===== src/rtl/fft_axis_in_loader_pkg.sv =====
// Shared types and helpers for the FFT ingress loader.
// Bank lifecycle, loader FSM encoding and bit-reversal.
package fft_axis_in_loader_pkg;

    localparam int DATA_WDT = 32;
    localparam int FFT_LOG2 = 10;
    localparam int FFT_N    = 2**FFT_LOG2;

    typedef enum logic [1:0] {
        FREE,
        FILLING,
        FULL,
        BUSY
    } bank_state_t;

    typedef enum logic [1:0] {
        FILL,
        DRAIN,
        STALL
    } loader_fsm_t;

    // Reverses the low wdt bits of addr; upper bits come back zero.
    function automatic logic [15:0] bitrev(
        input logic [15:0] addr,
        input int unsigned wdt
    );
        logic [15:0] r;
        for (int i = 0; i < 16; i++) begin
            r[i] = addr[15-i];
        end
        return r >> (16 - wdt);
    endfunction

endpackage


===== src/rtl/fft_bank_tracker.sv =====
// Two-entry ping-pong bank state with oldest-first frame offer.
// frame_valid/frame_bank are registered and held until accepted.
module fft_bank_tracker
    import fft_axis_in_loader_pkg::*;
(
    input  logic        clk,
    input  logic        rst_n,
    input  logic        fill,
    input  logic        done,
    input  logic        drop,
    input  logic        wr_bank,
    input  logic        frame_ready,
    input  logic        core_release,
    input  logic        core_release_bank,
    output bank_state_t bank_st [2],
    output logic        frame_valid,
    output logic        frame_bank,
    output logic [15:0] frame_cnt
);

    bank_state_t st_n [2];
    logic        acc;
    logic        newest;
    logic        last_done;
    logic        bank_n;
    logic        any_full_n;

    always_comb begin
        st_n   = bank_st;
        acc    = frame_valid & frame_ready;
        newest = done ? wr_bank : last_done;
        for (int b = 0; b < 2; b++) begin
            unique case (bank_st[b])
                FREE, FILLING: begin
                    if (wr_bank == b[0]) begin
                        if (drop)      st_n[b] = FREE;
                        else if (done) st_n[b] = FULL;
                        else if (fill) st_n[b] = FILLING;
                    end
                end
                FULL: begin
                    if (acc && frame_bank == b[0])
                        st_n[b] = BUSY;
                end
                BUSY: begin
                    if (core_release &&
                        core_release_bank == b[0])
                        st_n[b] = FREE;
                end
                default: st_n[b] = FREE;
            endcase
        end
        any_full_n = (st_n[0] == FULL) ||
                     (st_n[1] == FULL);
        // An unaccepted offer is never swapped out.
        bank_n = frame_bank;
        if (frame_valid && !acc)
            bank_n = frame_bank;
        else if (st_n[0] == FULL && st_n[1] == FULL)
            bank_n = ~newest;
        else if (st_n[0] == FULL)
            bank_n = 1'b0;
        else if (st_n[1] == FULL)
            bank_n = 1'b1;
    end

    always_ff @(posedge clk or negedge rst_n) begin
        if (!rst_n) begin
            bank_st[0]  <= FREE;
            bank_st[1]  <= FREE;
            last_done   <= 1'b0;
            frame_valid <= 1'b0;
            frame_bank  <= 1'b0;
            frame_cnt   <= '0;
        end else begin
            bank_st     <= st_n;
            last_done   <= newest;
            frame_valid <= any_full_n;
            frame_bank  <= bank_n;
            if (acc)
                frame_cnt <= frame_cnt + 16'd1;
        end
    end

endmodule


===== src/rtl/fft_axis_in_loader.sv =====
// AXI-Stream ingress: writes frames into a ping-pong input memory
// in bit-reversed order and hands full banks to the FFT core.
module fft_axis_in_loader
    import fft_axis_in_loader_pkg::*;
#(
    parameter int DATA_WDT  = fft_axis_in_loader_pkg::DATA_WDT,
    parameter int FFT_LOG2  = fft_axis_in_loader_pkg::FFT_LOG2,
    parameter int BITREV_EN = 1
) (
    input  logic                clk,
    input  logic                rst_n,
    input  logic [DATA_WDT-1:0] s_axis_tdata,
    input  logic                s_axis_tvalid,
    input  logic                s_axis_tlast,
    output logic                s_axis_tready,
    output logic                mem_wr_en,
    output logic                mem_wr_bank,
    output logic [FFT_LOG2-1:0] mem_wr_addr,
    output logic [DATA_WDT-1:0] mem_wr_data,
    output logic                frame_valid,
    output logic                frame_bank,
    input  logic                frame_ready,
    input  logic                core_release,
    input  logic                core_release_bank,
    output logic                err_tlast_early,
    output logic                err_tlast_missing,
    input  logic                err_clr,
    output logic [15:0]         frame_cnt
);

    localparam logic [FFT_LOG2-1:0] LAST_BEAT = '1;

    loader_fsm_t         fsm_q, fsm_n;
    logic [FFT_LOG2-1:0] beat_q, beat_n;
    logic                wr_bank_q, wr_bank_n;
    logic                armed_q;
    bank_state_t         bank_st [2];
    logic                wr_free;
    logic                oth;
    logic                oth_free_n;
    logic                fill, done, drop;
    logic                set_early, set_missing;
    logic [FFT_LOG2-1:0] addr_n;

    assign wr_free = (bank_st[wr_bank_q] == FREE) ||
                     (bank_st[wr_bank_q] == FILLING);
    assign oth     = ~wr_bank_q;
    // A release landing with completion avoids a stall cycle.
    assign oth_free_n = (bank_st[oth] == FREE) ||
                        (bank_st[oth] == BUSY &&
                         core_release &&
                         core_release_bank == oth);

    always_comb begin
        fsm_n         = fsm_q;
        beat_n        = beat_q;
        wr_bank_n     = wr_bank_q;
        s_axis_tready = 1'b0;
        fill          = 1'b0;
        done          = 1'b0;
        drop          = 1'b0;
        set_early     = 1'b0;
        set_missing   = 1'b0;
        unique case (fsm_q)
            FILL: begin
                s_axis_tready = armed_q & wr_free;
                if (s_axis_tvalid && s_axis_tready) begin
                    fill = 1'b1;
                    if (beat_q == LAST_BEAT) begin
                        done      = 1'b1;
                        beat_n    = '0;
                        wr_bank_n = ~wr_bank_q;
                        if (!s_axis_tlast) begin
                            set_missing = 1'b1;
                            fsm_n       = DRAIN;
                        end else if (!oth_free_n) begin
                            fsm_n = STALL;
                        end
                    end else if (s_axis_tlast) begin
                        drop      = 1'b1;
                        set_early = 1'b1;
                        beat_n    = '0;
                    end else begin
                        beat_n = beat_q + 1'b1;
                    end
                end
            end
            DRAIN: begin
                s_axis_tready = armed_q;
                if (s_axis_tvalid && s_axis_tlast)
                    fsm_n = FILL;
            end
            STALL: begin
                if (bank_st[wr_bank_q] == FREE)
                    fsm_n = FILL;
            end
            default: fsm_n = FILL;
        endcase
    end

    assign addr_n = (BITREV_EN != 0) ?
        FFT_LOG2'(bitrev(16'(beat_q), FFT_LOG2)) :
        beat_q;

    always_ff @(posedge clk or negedge rst_n) begin
        if (!rst_n) begin
            fsm_q             <= FILL;
            beat_q            <= '0;
            wr_bank_q         <= 1'b0;
            armed_q           <= 1'b0;
            mem_wr_en         <= 1'b0;
            mem_wr_bank       <= 1'b0;
            mem_wr_addr       <= '0;
            mem_wr_data       <= '0;
            err_tlast_early   <= 1'b0;
            err_tlast_missing <= 1'b0;
        end else begin
            fsm_q     <= fsm_n;
            beat_q    <= beat_n;
            wr_bank_q <= wr_bank_n;
            armed_q   <= 1'b1;
            mem_wr_en <= fill;
            if (fill) begin
                mem_wr_bank <= wr_bank_q;
                mem_wr_addr <= addr_n;
                mem_wr_data <= s_axis_tdata;
            end
            if (set_early)
                err_tlast_early <= 1'b1;
            else if (err_clr)
                err_tlast_early <= 1'b0;
            if (set_missing)
                err_tlast_missing <= 1'b1;
            else if (err_clr)
                err_tlast_missing <= 1'b0;
        end
    end

    fft_bank_tracker u_tracker (
        .clk               (clk),
        .rst_n             (rst_n),
        .fill              (fill),
        .done              (done),
        .drop              (drop),
        .wr_bank           (wr_bank_q),
        .frame_ready       (frame_ready),
        .core_release      (core_release),
        .core_release_bank (core_release_bank),
        .bank_st           (bank_st),
        .frame_valid       (frame_valid),
        .frame_bank        (frame_bank),
        .frame_cnt         (frame_cnt)
    );

endmodule


===== config.mk =====
export PLATFORM = sky130hd
export DESIGN_NAME = fft_axis_in_loader
export DESIGN_NICKNAME = d
export VERILOG_FILES = /design/src/rtl/fft_axis_in_loader_pkg.sv /design/src/rtl/fft_bank_tracker.sv /design/src/rtl/fft_axis_in_loader.sv
export SDC_FILE = /design/constraint.sdc
export NUM_CORES = 1
export LEC_CHECK = 0
export ABC_AREA = 1
export CAP_MARGIN = 20
export CORE_UTILIZATION = 30
export CTS_CLUSTER_DIAMETER = 100
export DETAILED_ROUTE_END_ITERATION = 7
export DONT_BUFFER_PORTS = 1
export PLACE_DENSITY_LB_ADDON = 0.05
export SYNTH_ARGS = -nofsm -noshare
export SYNTH_HDL_FRONTEND = slang
export SYNTH_SLANG_ARGS = --single-unit

===== constraint.sdc =====
create_clock -name clk -period 2.4 [get_ports clk]
set_input_delay 0.48 -clock clk [delete_from_list [all_inputs] [get_ports clk]]
set_output_delay 0.48 -clock clk [all_outputs]
set_load 0.01 [all_outputs]

# Word-level counts from Yosys, hierarchy flattened
# Index checks and enable logic that the tools add are counted.
dict set report totals {
  n_memories 0
  latch_bits 0
  mem_bits_rw 0
  out_inout_bits 65
  rom_bits 0
  inputBits 40
  word_cells 126
  ff_bits 83
}
dict set report classes {
  reduce_logical 28
  bitwise_logic 9
  div_mod_pow 0
  mux 50
  addsub 2
  n_eq_ne 19
  shifts 0
  n_lt_le_gt_ge 2
  n_mul 0
}
# operator count
set op_table {}
lappend op_table {{two-way mux 2 bit} 24}
lappend op_table {{two-way mux 1 bit} 20}
lappend op_table {{two-way mux 10 bit} 2}
lappend op_table {{one-hot mux 2 bit (3 select lines)} 3}
lappend op_table {{adder 16 x 1 -> 16 bit (second input constant)} 1}
lappend op_table {{equality test 2 bit (second input constant)} 8}
lappend op_table {{adder 10 x 1 -> 10 bit (second input constant)} 1}
lappend op_table {{equality test 10 bit (second input constant)} 1}
lappend op_table {{logical AND 1 bit} 10}
lappend op_table {{logical NOT 2 bit} 5}
lappend op_table {{equality test 2 x 1 -> 1 bit (second input constant)} 4}
lappend op_table {{inequality test 2 bit (second input constant)} 4}
lappend op_table {{NOT 1 bit} 5}
lappend op_table {{AND reduction 5 bit} 1}
lappend op_table {{>= comparator 2 bit (second input constant)} 2}
lappend op_table {{NOT 1 -> 2 bit} 2}
lappend op_table {{AND reduction 2 bit} 2}
lappend op_table {{nonzero test 2 bit} 2}
lappend op_table {{OR reduction 2 bit} 2}
lappend op_table {{logical OR 1 bit} 3}
lappend op_table {{inequality test 3 bit (second input constant)} 1}
lappend op_table {{AND reduction 3 bit} 1}
lappend op_table {{nonzero test 3 bit} 1}
lappend op_table {{bitwise AND 1 bit} 2}
lappend op_table {{3 further kinds} 3}

# Longest topological paths before layout
# Gate-level depths: netlist of the first run.
dict set report depth {
  word_depth 19
  ltp_mapped 15
  mapped_depth_nobuf 15
}

# Hierarchy
# A second synthesis of the first run with hierarchy kept.
dict set report hier_totals {
  hier_cells 454
  hier_area_um2 3880.0
}
# module instances seq_area_each_um2 cells_each area_per_inst_um2
set by_module_without_submodules {}
lappend by_module_without_submodules {fft_axis_in_loader 1 1501.4 319 2721.4}
lappend by_module_without_submodules {fft_bank_tracker 1 575.6 135 1158.6}

# Worst setup path before layout of the first run
# Ideal clock, no wire load.
dict set report synth_timing {
  path_kind {reg2reg}
  start {reg u_tracker.frame_cnt[1]}
  end {reg u_tracker.frame_cnt[14]}
  setup_slack_ns 0.803
  setup_time_ns 0.126
  required_ns 2.274
  arrival_ns 1.471
  n_path_buf 0
  stages_incl_launch_ff 10
  synth_period_minus_slack_ns 1.597
  path_cell_list {dfrtp_1 ha_1 inv_1 nor2_2 nand3_2 nor2_2 nand3_2 nor3_2 nand4_1 xnor2_1}
}
dict set report synth_via {
  elab_chain_cells 1
}
# element line_no
set synth_rtl {}
lappend synth_rtl {{from (decl)} fft_bank_tracker.sv:18} ;# output logic [15:0] frame_cnt
lappend synth_rtl {{from (signal assigned)} fft_bank_tracker.sv:81} ;# frame_cnt <= frame_cnt + 16'd1;
lappend synth_rtl {{adder 16 x 1 -> 16 bit} fft_bank_tracker.sv:81}
# No other way between the ends.
# A chain may end at the register's enable or synchronous reset.

# Worst setup path after layout of the first run
dict set report layout_timing {
  start {reg wr_bank_q}
  end {reg u_tracker.frame_bank}
}
dict set report layout_via {
  elab_chain_cells 19
  elab_cells_between_ends 34
  cone_classes {eq/ne: 3; mux: 22; bitwise: 3; reduce/logical: 6}
}
# element line_no
set layout_rtl {}
lappend layout_rtl {{from (decl)} fft_axis_in_loader.sv:35} ;# logic wr_bank_q, wr_bank_n;
lappend layout_rtl {{from (signal assigned)} fft_axis_in_loader.sv:120} ;# wr_bank_q <= wr_bank_n;
lappend layout_rtl {{NOT 1 -> 2 bit (not written as such)} {fft_axis_in_loader.sv:45, fft_axis_in_loader.sv:46}}
lappend layout_rtl {{two-way mux 2 bit (not written as such) (3 in a row)} {fft_axis_in_loader.sv:45, fft_axis_in_loader.sv:46}}
lappend layout_rtl {{equality test 2 x 1 -> 1 bit or logical NOT 2 bit (tied branches)} {fft_axis_in_loader.sv:46, fft_axis_in_loader.sv:45}}
lappend layout_rtl {{logical OR 1 bit} fft_axis_in_loader.sv:45} ;# assign wr_free = (bank_st[wr_bank_q] == FREE) ||
lappend layout_rtl {{bitwise AND 1 bit} fft_axis_in_loader.sv:66} ;# s_axis_tready = armed_q & wr_free;
lappend layout_rtl {{logical AND 1 bit} fft_axis_in_loader.sv:67} ;# if (s_axis_tvalid && s_axis_tready) begin
lappend layout_rtl {{two-way mux 1 bit} fft_axis_in_loader.sv:67}
lappend layout_rtl {{two-way mux 1 bit} fft_axis_in_loader.sv:64} ;# unique case (fsm_q)
lappend layout_rtl {{two-way mux 2 bit} fft_bank_tracker.sv:38} ;# else if (fill) st_n[b] = FILLING;
lappend layout_rtl {{two-way mux 2 bit} fft_bank_tracker.sv:37} ;# else if (done) st_n[b] = FULL;
lappend layout_rtl {{two-way mux 2 bit} fft_bank_tracker.sv:36} ;# if (drop) st_n[b] = FREE;
lappend layout_rtl {{two-way mux 2 bit} fft_bank_tracker.sv:35} ;# if (wr_bank == b[0]) begin
lappend layout_rtl {{one-hot mux 2 bit (3 select lines)} fft_bank_tracker.sv:33} ;# unique case (bank_st[b])
lappend layout_rtl {{equality test 2 bit, on equally long branches} {fft_bank_tracker.sv:59, fft_bank_tracker.sv:61, fft_bank_tracker.sv:63}}
lappend layout_rtl {{logical AND 1 bit} fft_bank_tracker.sv:59} ;# else if (st_n[0] == FULL && st_n[1] == FULL)
lappend layout_rtl {{nonzero test 3 bit (no source line)} -}
lappend layout_rtl {{AND reduction 2 bit (no source line)} -}
lappend layout_rtl {{to (signal assigned)} fft_bank_tracker.sv:79} ;# frame_bank <= bank_n;
lappend layout_rtl {{to (decl)} fft_bank_tracker.sv:17} ;# output logic frame_bank,
# Parallel ways exist; a longest one is shown, timed or not. The select of a mux whose other input is x is not followed.

==> results of run 1 <==
per-stage QoR:
step / instances / hold WS [ns]
finish: 592 / -0.169
global route: 592 / -0.184
CTS: 592 / -0.182
detailed placement: 578 / 0.187
global placement: 578 / 0.187
floorplan: 417 / 0.184
where the power goes:
part | leakage [nW] | switching, mW | internal [mW]
clock network | 0.131 | 0.540 | 0.744
logic | 0.859 | 0.545 | 0.312
registers | 1.08 | 0.526 | 1.82
total | 2.07 | 1.61 | 2.88
final timing paths:
path	from	slack (ns)	to	cells past startpoint
setup / recovery	wr_bank_q	0.40	u_tracker.frame_bank	16
hold / removal	rst_n	-0.17	mem_wr_addr[4]	0
setup reg to reg	wr_bank_q	0.40	u_tracker.frame_bank	16
hold reg to reg	u_tracker.frame_cnt[15]	0.54	u_tracker.frame_cnt[15]	1
max in group asynchronous	rst_n	2.45	mem_wr_data[17]	0
min in group clk	s_axis_tdata[23]	0.25	mem_wr_data[23]	2
per-layer routing:
layer | vias up | share of wire, % | global-route usage (%)
li1 | 1318 | - | -
met2 | 63 | 44 | 20.5
met1 | 1211 | 46 | 18.2
met4 | 0 | 2.2 | 7.37
met5 | - | 0 | 0
met3 | 12 | 7.4 | 5.10
logic make-up (layout without fill, tap and decap cells):
| family | after synthesis | in the layout |
|---|---|---|
| simple gates | 229 | 229 |
| flops | 83 | 83 |
| buf+inv | 49 | 56 |
| compound gates | 38 | 38 |
| xor+xnor | 15 | 15 |
| fa+ha+maj | 2 | 2 |
| other cells | 1 | 1 |
registers in the layout, indices dropped and copies added, names as in the netlist:
| signal | cells |
|---|---|
| fsm_q | 2 |
| u_tracker.bank_st | 4 |
| wr_bank_q | 1 |
| u_tracker.frame_bank | 1 |
| u_tracker.frame_valid | 1 |
| u_tracker.frame_cnt | 16 |
| mem_wr_bank | 1 |
| mem_wr_addr | 10 |
| mem_wr_data | 32 |
| u_tracker.last_done | 1 |
| beat_q | 10 |
| armed_q | 1 |
| mem_wr_en | 1 |
| err_tlast_missing | 1 |
| err_tlast_early | 1 |
area by class of cell:
type                       count  area share, %
sequential                    83           49.7
multi-input combinational    285           34.6
clock buffer                  12           6.14
tap                          168           5.03
inverter                      38           3.47
timing repair buffer           4          0.719
clock inverter                 2          0.299
Yosys cell counts, types with 2 or more instances:
cell	number
inv_1	34
nor2_2	4
a21oi_1	4
nand3_2	6
nor4_1	2
dfrtp_1	83
nor3b_1	3
nor3_1	8
nand2_1	160
xor2_1	11
buf_2	5
o22ai_1	3
nand2_2	6
nand3_4	2
clkbuf_1	5
o21ai_0	23
nor2_1	19
nand3_1	8
nor3_2	2
ha_1	2
nor2_4	5
o21ai_1	2
xnor2_1	4
inv_2	3
what timing repair did:
action                                  4_1_cts  5_1_grt
setup buffers                                 0        0
endpoints found under the setup margin        0        0
gates resized for setup                       0        0
endpoints found under the hold margin        83       83
==> metrics.csv, run 1 <==
stage,metric,value,unit
setup_path,arrival,2.23,ns
clock_network,cts_tree,built,
synthesis,synth.top_cell.area_share,55.8,%
synthesis,yosys.area_share.simple,28.7,%
placed_design,port_buffers,0,
floorplan,num_rows,40,
cells_and_area,final_common_cell,nand2_1,
clock_network,clock_path_buffers,2,
route,firstDrtPassIters,4,
power_and_ir_drop,powerDensity,1070,nW/um^2
route,num_vias,2604,
setup_path,crit_type,reg2reg,
synthesis,ys.warnings.count,0,
timing,finalCriticalPeriod,2.00,ns
setup_path,cp_cell_sequence,inv_2 > nand2_1 > nand2_2 > nand3_4 > buf_4 > nand2_1 > nand2_1 > inv_1 > nand2_1 > nand2_1 > nand2_1 > nand3_2 > nand2_2 > nand2_1 > nand2_1 > nand2_1,
cells_and_area,diodes,0,
cells_and_area,final_cell_mix,"nand2_1 (160), dfrtp_1 (83), inv_1 (34)",
synthesis,syn_avg_cell_area,8.93,um^2
run_status,violations,hold timing,
setup_path,cpPeakStageDelay,0.54,ns
power_and_ir_drop,irDropWorstVdd,344,uV
clock_network,clkSinkCount,83,
cells_and_area,fin_util,34.6,%
global_routing,grt.total_usage,14.1,%
cells_and_area,final_cell_area,4180,um^2
setup_path,cp-end-kind,flop,
synthesis,synth_top_family_by_area,simple AND/OR/NAND/NOR gates,
setup_path,cp_slowest_cell,dfrtp_1,
setup_path,cp.buffers_inverters,3,
timing,timing.fmax,501,MHz
synthesis,synth_seq_area_share,55.8,%
setup_path,crit_required,2.64,ns
clock_network,numCtsBuffers,9,
placed_design,place_area,3910,um^2
cells_and_area,multiInputGateArea,1450,um^2
synthesis,yosys.area_share.adder,0.672,%
timing,slew_viol_final,0,
floorplan,die_width,113,um
global_routing,grt_max_degree,84,
clock_network,clock-root-buffer,clkbuf_16,
timing,rsz0062_at_grt,false,
synthesis,async_reset_ff_share,100,%
global_routing,antenna_found_initial,0,
power_and_ir_drop,p_total,4.49,mW
clock_network,cts-htree-levels,3,
synthesis,synth_compound_area_share,5.91,%
synthesis,ys_dominant_reg_cell,dfrtp_1,
setup_path,critPathTopFamily,simple AND/OR/NAND/NOR gates,
synthesis,synth_area_leader_cell,dfrtp_1,
run,max_cap_violations,0,
timing,fin_crit_sh,83.2,%
synthesis,synth.area.top_cells,"dfrtp_1 (56%), nand2_1 (16%), inv_1 (3.4%), o21ai_0 (3.1%), xor2_1 (2.6%)",
clock_network,path_clk_slew,0.06,ns
run_status,status,"complete, but fails checks",
timing,finalSetupTns,0,ns
placed_design,post-place-ws,0.427,ns
floorplan,die_area,12900,um^2
setup_path,critPathLaunchType,flop,
global_routing,grt_remaining_overflow,0,
route,drtIter0Drc,91,
synthesis,synth_edf_count,0,
synthesis,synth_nets,459,
synthesis,postSynthCellCount,417,
global_routing,grt_pass1_vias,2533,
global_routing,grt_pass1_wl,13.7,mm
route,final_antenna_net_count,0,
placed_design,dp_hpwl,5.92,mm
setup_path,cp_max_fo,20,
synthesis,synth_xor_area_share,3.53,%
floorplan,io_pins,105,
route,viasPerCell,4.40,
floorplan,initial_utilization,30.9,%
cells_and_area,synthToLayoutAreaGrowth,12.2,%
route,drc_errors,0,
timing,finalClockSkew,0.00600,ns
route,wire_per_inst,14.4,um
timing,setup_slack,0.402,ns
cells_and_area,nets,463,
synthesis,syn_area,3720,um^2
timing,hold_slack,-0.169,ns
clock_network,clkLatencyLatePin,0.34,ns
timing,setup_viol,0,
hold_path,holdCritPathClass,in2async,
cells_and_area,layout-drive-gt1-share,12.0,%
synthesis,synthMuxAreaShare,0,%
setup_path,crit_path_frequent_cell,nand2_1,
cells_and_area,ff_latch_area,2080,um^2
synthesis,ys_ff_latch,83,
placed_design,gp_congestion,0.780,
route,routed_wl,8.50,mm
power_and_ir_drop,leakage,2.07,nW
synthesis,yosysUniqueCellTypes,37,
cells_and_area,fill_cells,1253,
floorplan,core-area,12100,um^2
timing,hold_violations,83,
floorplan,die_height,113,um
Power figures use the tool's default switching activity.
==> run 2: changes to the inputs <==
==> constraint.sdc (replaced) <==
create_clock -name clk -period 2.1 [get_ports clk]
set_input_delay 0.42 -clock clk [delete_from_list [all_inputs] [get_ports clk]]
set_output_delay 0.42 -clock clk [all_outputs]
set_load 0.01 [all_outputs]
==> metrics.csv, run 2 (synthesis results as in run 1) <==
stage,metric,value,unit,change
cells_and_area,nets,466,,+0.65%
setup_path,cp_cell_sequence,inv_2 > nand2_1 > nand2_2 > nand3_4 > inv_4 > buf_4 > nand3_1 > o22ai_1,,
global_routing,grtUsageMet3,4.73,%,-0.37 points
timing,setup_viol,0,,unchanged
cells_and_area,final_cell_mix,"nand2_1 (160), dfrtp_1 (83), inv_1 (34)",,
cells_and_area,final_common_cell,nand2_1,,
route,viasPerCell,4.43,,+0.63%
route,num_vias,2638,,+1.3%
floorplan,num_rows,40,,unchanged
placed_design,port_buffers,0,,unchanged
clock_network,path_clk_slew,0.06,ns,about the same
power_and_ir_drop,p_clk_share,28.1,%,-0.5 points
clock_network,cts_resized,0,,unchanged
clock_network,clkSinkCount,83,,unchanged
timing,hold_slack,-0.224,ns,-0.0546 ns
setup_path,crit_required,2.35,ns,-0.29 ns
cells_and_area,fill_cells,1259,,+0.48%
cells_and_area,layout-drive-gt1-share,12.9,%,+0.82 points
clock_network,clock_path_buffers,2,,unchanged
power_and_ir_drop,powerDensity,1210,nW/um^2,+13%
floorplan,die_width,113,um,unchanged
setup_path,cp-end-kind,flop,,
power_and_ir_drop,p_sw,1.86,mW,+15%
route,final_antenna_net_count,0,,unchanged
floorplan,io_pins,105,,unchanged
route,drc_errors,0,,unchanged
clock_network,cts_setup_buffers,0,,unchanged
power_and_ir_drop,leakage,2.08,nW,+0.62%
global_routing,grt_max_degree,84,,unchanged
clock_network,numCtsBuffers,9,,unchanged
setup_path,cp_slowest_cell,dfrtp_1,,
cells_and_area,reg.largest.list,"mem_wr_data (32), u_tracker.frame_cnt (16)",,
floorplan,core-area,12100,um^2,unchanged
run,max_cap_violations,0,,unchanged
cells_and_area,ff_latch_area,2080,um^2,unchanged
power_and_ir_drop,p_int,3.24,mW,+12%
timing,finalSetupTns,0,ns,unchanged
route,routed_wl,8.55,mm,+0.58%
route,drtIter0Drc,106,,+16%
route,firstDrtPassIters,4,,unchanged
route,wire_per_inst,14.3,um,about the same
clock_network,cts_tree,built,,
setup_path,critPathTopFamily,buffers and inverters,,
floorplan,die_height,113,um,unchanged
timing,rsz0062_at_grt,false,,
clock_network,clock-root-buffer,clkbuf_16,,
floorplan,die_area,12900,um^2,unchanged
clock_network,clkLatencyLatePin,0.34,ns,about the same
setup_path,cpPeakStageDelay,0.43,ns,-0.11 ns
placed_design,gp_congestion,0.766,,-1.8%
global_routing,grt.total_usage,14.2,%,+0.099 points
run_status,violations,hold timing,,
clock_network,cts-htree-levels,3,,unchanged
floorplan,initial_utilization,30.9,%,unchanged
run_status,status,"complete, but fails checks",,
setup_path,cp_max_fo,40,,+100%
power_and_ir_drop,irDropWorstVdd,307,uV,-11%
setup_path,arrival,2.14,ns,-0.09 ns
timing,timing.fmax,530,MHz,+5.8%
power_and_ir_drop,seqPwrFrac,52.5,%,+0.2 points
setup_path,crit_type,reg2reg,,
timing,slew_viol_final,0,,unchanged
setup_path,cp.buffers_inverters,3,,unchanged
global_routing,antenna_found_initial,0,,unchanged
global_routing,grt_pass1_vias,2664,,+5.2%
timing,finalCriticalPeriod,1.89,ns,-0.110 ns
setup_path,critPathLaunchType,flop,,
cells_and_area,regMostFlops,mem_wr_data,,
cells_and_area,synthToLayoutAreaGrowth,12.6,%,
hold_path,holdCritPathClass,in2async,,
cells_and_area,multiInputGateArea,1450,um^2,unchanged
timing,fin_crit_sh,89.9,%,+6.6 points
placed_design,dp_hpwl,5.88,mm,-0.72%
power_and_ir_drop,p_sw_share,36.5,%,+0.60 points
timing,hold_violations,83,,unchanged
power_and_ir_drop,p_comb_share,19.3,%,+0.2 points
global_routing,grt_pass1_wl,13.9,mm,+1.9%
cells_and_area,diodes,0,,unchanged
cells_and_area,largest_reg_flops,32,,unchanged
global_routing,use_met1,17.9,%,-0.36 points
timing,finalClockSkew,0.00601,ns,+0.00000866 ns
global_routing,gr-usage-met2,21.8,%,+1.3 points
global_routing,grt_remaining_overflow,0,,unchanged
global_routing,grt_busiest_layer,met2,,
## run 2: cell count changes in the layout (fill, tap and decap cells not counted), sizes merged
cell    change
buf         +3
clkinv      +3
clkbuf      -2
## run 2: per-layer routing
layer	up-vias	wire (um)	share of wire [%]
li1	1329	-	-
met1	1236	3960	46
met2	61	3890	46
met3	12	528	6.2
met4	0	161	1.9
met5	-	0	0
## run 2: final timing paths
check,endpoint,start,cells past startpoint,slack (ns)
max in group asynchronous,mem_wr_data[27],rst_n,0,2.19
worst max register to register,beat_q[1],u_tracker.bank_st[1],8,0.21
worst min register to register,u_tracker.frame_cnt[15],u_tracker.frame_cnt[15],1,0.53
worst min-delay path,mem_wr_data[7],rst_n,0,-0.22
worst max-delay path,beat_q[1],u_tracker.bank_st[1],8,0.21
min in group clk,err_tlast_missing,s_axis_tlast,1,0.19
## run 2: layout make-up
cell class                 count  area share, %
inverter                      38           3.46
sequential                    83           49.5
timing repair buffer           7           1.25
tap                          168           5.01
clock inverter                 5          0.746
multi-input combinational    285           34.5
clock buffer                  10           5.46
## run 2: per-stage QoR
stage	setup slack [ns]	instances	power, mW	instance area (um^2)	util (%)
2_1_floorplan	0.503	417	3.40	3720	-
3_3_place_gp	0.261	581	3.72	3930	32.6
3_5_place_dp	0.178	581	3.73	3930	32.6
4_1_cts	0.159	596	5.21	4190	34.8
5_1_grt	0.00157	596	5.48	4190	34.8
6_report	0.212	596	5.09	4190	34.8
## run 2: power groups by stage
stage	clock, mW	combinational, mW	sequential (mW)
final	1.43	0.985	2.68
after global routing	1.57	1.16	2.75
after CTS	1.49	1.02	2.70
after detailed placement	0	1.01	2.72
after global placement	0	0.991	2.73
after floorplan	0	0.814	2.59
